[config.mk]
export PLATFORM = sky130hd
export DESIGN_NAME = fifo_drain_stream
export DESIGN_NICKNAME = d
export VERILOG_FILES = /design/src/rtl/fifo_drain_stream.sv
export SDC_FILE = /design/constraint.sdc
export NUM_CORES = 1
export LEC_CHECK = 0
export ABC_AREA = 1
export CAP_MARGIN = 0
export CORE_ASPECT_RATIO = 0.75
export CORE_MARGIN = 2
export CORE_UTILIZATION = 40
export DETAILED_ROUTE_END_ITERATION = 8
export HOLD_SLACK_MARGIN = 0.02
export PLACE_DENSITY_LB_ADDON = 0.1
export SLEW_MARGIN = 5
export SYNTH_ARGS = -nofsm -noshare
export SYNTH_HDL_FRONTEND = slang
export SYNTH_SLANG_ARGS = --single-unit
[constraint.sdc]
create_clock -name clk -period 4.3 [get_ports clk]
set_input_delay 1.29 -clock clk [delete_from_list [all_inputs] [get_ports clk]]
set_output_delay 1.29 -clock clk [all_outputs]
set_load 0.02 [all_outputs]
[src/rtl/fifo_drain_stream.sv]
// fifo_drain_stream
//   Drains a pndng/pop/Din FIFO interface and re-presents the words as a
//   valid/ready stream. A head register (H) drives dout and a skid register (S)
//   absorbs the word popped while the consumer stalls. This sustains one word
//   per cycle while dout_ready stays high. It also counts completed transfers
//   and stalled cycles.
// Ports
//   clk, rst        rising-edge clock, asynchronous active-high reset
//   pndng, Din      FIFO has a word / FIFO head word
//   pop             pops the FIFO head at this rising edge
//   flush           synchronous discard of buffered words
//   dout, dout_valid, dout_ready   output stream handshake
//   xfer_cnt        completed transfers, wraps
//   stall_cnt       cycles with dout_valid & !dout_ready, saturates
module fifo_drain_stream #(
  parameter int unsigned bits  = 32,
  parameter int unsigned cnt_w = 16
) (
  input  logic             clk,
  input  logic             rst,
  input  logic             pndng,
  input  logic [bits-1:0]  Din,
  output logic             pop,
  input  logic             flush,
  output logic [bits-1:0]  dout,
  output logic             dout_valid,
  input  logic             dout_ready,
  output logic [cnt_w-1:0] xfer_cnt,
  output logic [cnt_w-1:0] stall_cnt
);

  typedef enum logic [1:0] {
    EMPTY,
    ONE,
    TWO
  } state_t;

  state_t           state_q;
  logic [bits-1:0]  h_q;
  logic [bits-1:0]  s_q;
  logic [cnt_w-1:0] xfer_q, xfer_d;
  logic [cnt_w-1:0] stall_q, stall_d;
  logic             xfer;
  logic             stall;

  assign dout_valid = (state_q != EMPTY);
  assign dout       = h_q;
  assign xfer_cnt   = xfer_q;
  assign stall_cnt  = stall_q;

  // No pop while the skid slot is occupied, while flushing, or in reset.
  assign pop   = pndng & ~rst & ~flush & (state_q != TWO);
  assign xfer  = dout_valid & dout_ready;
  assign stall = dout_valid & ~dout_ready;

  always_comb begin
    xfer_d  = xfer_q;
    stall_d = stall_q;
    if (xfer) begin
      xfer_d = xfer_q + cnt_w'(1);
    end
    if (stall && (stall_q != '1)) begin
      stall_d = stall_q + cnt_w'(1);
    end
  end

  always_ff @(posedge clk or posedge rst) begin
    if (rst) begin
      state_q <= EMPTY;
      h_q     <= '0;
      s_q     <= '0;
      xfer_q  <= '0;
      stall_q <= '0;
    end else begin
      xfer_q  <= xfer_d;
      stall_q <= stall_d;
      // Flush only retargets the state; H and S keep their stale contents,
      // which are invisible because dout_valid drops with the state.
      if (flush) begin
        state_q <= EMPTY;
      end else begin
        case (state_q)
          EMPTY: begin
            if (pop) begin
              state_q <= ONE;
              h_q     <= Din;
            end
          end
          ONE: begin
            if (xfer && pop) begin
              h_q <= Din;
            end else if (xfer) begin
              state_q <= EMPTY;
            end else if (pop) begin
              state_q <= TWO;
              s_q     <= Din;
            end
          end
          TWO: begin
            if (xfer) begin
              state_q <= ONE;
              h_q     <= s_q;
            end
          end
          default: state_q <= EMPTY;
        endcase
      end
    end
  end

endmodule

==> impl_metrics.yaml <==
die:
  io_pins: 103
  fp.dieW_um: 130
  floorplan.initialDensity: 0.412
  core-area_um2: 11700
  die_h_um: 98.8
  die_area_um2: 12900
  rows: 34
sta:
  timing.final.max_slew_violations: 0
  rsz0062_at_grt: "no"
  finalSetupTns_ns: 0
  setup_viol: 0
  timing.fmax_ghz: 0.243
  finalCriticalPeriod_ns: 4.12
  maxSlewHeadroom: 0.310
  fin_crit_sh: 0.957
  max_slew.worst_pin.slew_ns: 1.04
  skew_ns: 0.00714
  hold_viol: 0
place:
  dp_hpwl_mm: 7.15
  gp_congestion: 0.811
  port_buffers: 102
synthesis:
  syn-mean-instance-area_um2: 8.09
  syn_area_um2: 4800
  synth_top_cell_by_area: "dfrtp_1"
  synthTopCellsByArea: "dfrtp_1 (51%), nand2_1 (16%), o21ai_1 (5.9%)"
  synth_cell_types: 28
  ys_seq_elements: 98
  synthCells: 593
  synth_top_area_share: 0.511
  seq_area_frac_synth: 0.511
  synth_nets: 632
  ys_warn_count: 0
critical_path:
  worst_path_max_delay_cell: "clkdlybuf4s50_1"
  path_buf_inv: 3
  slowest_delay_ns: 0.62
  cp_data_required_time_ns: 3.01
  cp_common_cell: "clkdlybuf4s50_1"
  cp_top_family: "buffers and inverters"
  cp.arrival_ns: 2.83
  start_kind: "input port"
  end_kind: "primary output"
  crit_chain: "clkdlybuf4s50_1 > inv_1 > nor2_4 > nand2_1 > nor2_2 > clkdlybuf4s50_1"
  crit_fanout: 3
  path_class: "input port to primary output"
min_path:
  hold_path_class: "flip-flop to flip-flop"
power:
  intPower_mw: 2.10
  power_density_nw_per_um2: 514
  power.leakage_nw: 2.91
  clkPwrFrac: 0.244
  swShare: 0.334
  combinationalPowerShare: 0.309
  ir_worst_vdd_uv: 377
  seq_power_share: 0.447
  switchingPower_mw: 1.05
  total_power_mw: 3.16
detailed_routing:
  via_per_inst: 4.65
  antenna_left: 0
  remaining_drc_errors: 0
  firstDrtPassIters: 4
  drt-wirelength-per-cell_um: 12.4
  drt_iter0_drc: 211
  num_vias: 3970
  drt_wl_total_mm: 10.5
clock_tree:
  numCtsBuffers: 9
  cts_tree: "yes"
  clkSlewWorstSetupHoldPaths_ns: 0.06
  cts.path.max_buffers: 2
  cts-hold-fix-buffers: 0
  cts.sinks: 98
  cts_resized: 0
  root_buffer: "clkbuf_16"
  clock_latency_ns: 0.33
  postCtsSetupBuffers: 0
  htreeDepth: 3
final_layout:
  drive_gt1_frac: 0.0535
  syn2layout_area_growth_pct: 28.2
  final_cell_mix: "nand2_1 (206), clkdlybuf4s50_1 (102), dfrtp_1 (98)"
  fin_nets: 727
  n_antenna_cell: 0
  layout_commonest_cell: "nand2_1"
grt:
  grt_max_degree: 67
  grt.overflow.total: 0
  grt_pass1_vias: 3895
  grt_usage: 0.175
  antenna_found_initial: 0
  grt_pass1_wl_mm: 18.1
outcome:
  status: "complete, no violations"
job:
  maxCapViolCount: 0
layer usage:
layer  vias up  track usage  share of wire
li1       2057            -              -
met2        90        0.284           0.45
met5         -            0              0
met3         6       0.0461          0.051
met4         0       0.0491         0.0068
met1      1817        0.233           0.49
cell type report:
type / instances / area (um2)
inverter: 66 / 250
timing repair buffer: 106 / 1060
sequential: 98 / 2450
tap: 162 / 203
fill: 1148 / 5510
clock buffer: 11 / 233
multi-input combinational: 407 / 1900
clock inverter: 3 / 42.5
through the flow:
step / hold slack (ns) / setup slack, ns / cell area [um2] / util / instances
final: 0.480 / 0.184 / 6150 / 0.527 / 853
after global routing: 0.508 / 0.104 / 6150 / 0.527 / 853
after CTS: 0.486 / 0.173 / 6150 / 0.527 / 853
after detailed placement: 0.470 / 0.181 / 5870 / 0.504 / 839
after global placement: 0.462 / 0.151 / 5870 / 0.504 / 839
after floorplan: 0.448 / 0.448 / 4800 / - / 593
power groups by stage:
| stage | registers, mW | clock network (mW) | logic, mW |
|---|---|---|---|
| floorplan | 1.56 | 0 | 0.396 |
| global placement | 1.42 | 0 | 0.960 |
| global route | 1.46 | 0.837 | 1.08 |
| detailed placement | 1.43 | 0 | 0.983 |
| finish | 1.41 | 0.771 | 0.975 |
| CTS | 1.41 | 0.799 | 0.989 |
cell families (layout without fill, tap and decap cells):
kind of cell             count (synthesis)  in the layout  synth area share
AO/OA/AOI/OAI                          112            112             0.124
adder cells (fa/ha/maj)                  2              2           0.00522
AND/OR/NAND/NOR                        278            278             0.240
flip-flops                              98             98             0.511
XOR/XNOR                                15             15            0.0274
buffers and inverters                   88            186            0.0918
synth_stat cells, drive strengths merged:
master  instances
nand2         209
inv            66
buf            19
dfrtp          98
a21oi           1
o21bai          1
xnor2           9
nand3          16
o21ai         107
o31ai           2
o211ai          1
nand4           7
clkbuf          3
nor3            1
nor2           45
xor2            6
ha              2
flip-flops by register name, indices dropped and copies added, names as in the netlist:
register / cells
s_q: 32
state_q: 2
dout: 32
stall_cnt: 16
xfer_cnt: 16
worst min-delay path, cell delays in order (launching register included):
cell and delay (ns):
dfrtp_1 0.34, nand2_1 0.05, o21ai_0 0.06
final timing paths:
path                             from       endpoint  slack [ns]  depth (start not counted)
setup / recovery                pndng            pop        0.18                          6
hold / removal                s_q[16]        s_q[16]        0.48                          2
setup reg to reg           state_q[1]     state_q[0]        2.42                          8
hold reg to reg               s_q[16]        s_q[16]        0.48                          2
max in group asynchronous         rst       dout[25]        2.10                          3
min in group asynchronous         rst  stall_cnt[15]        1.50                          2
Power figures use the tool's default switching activity.
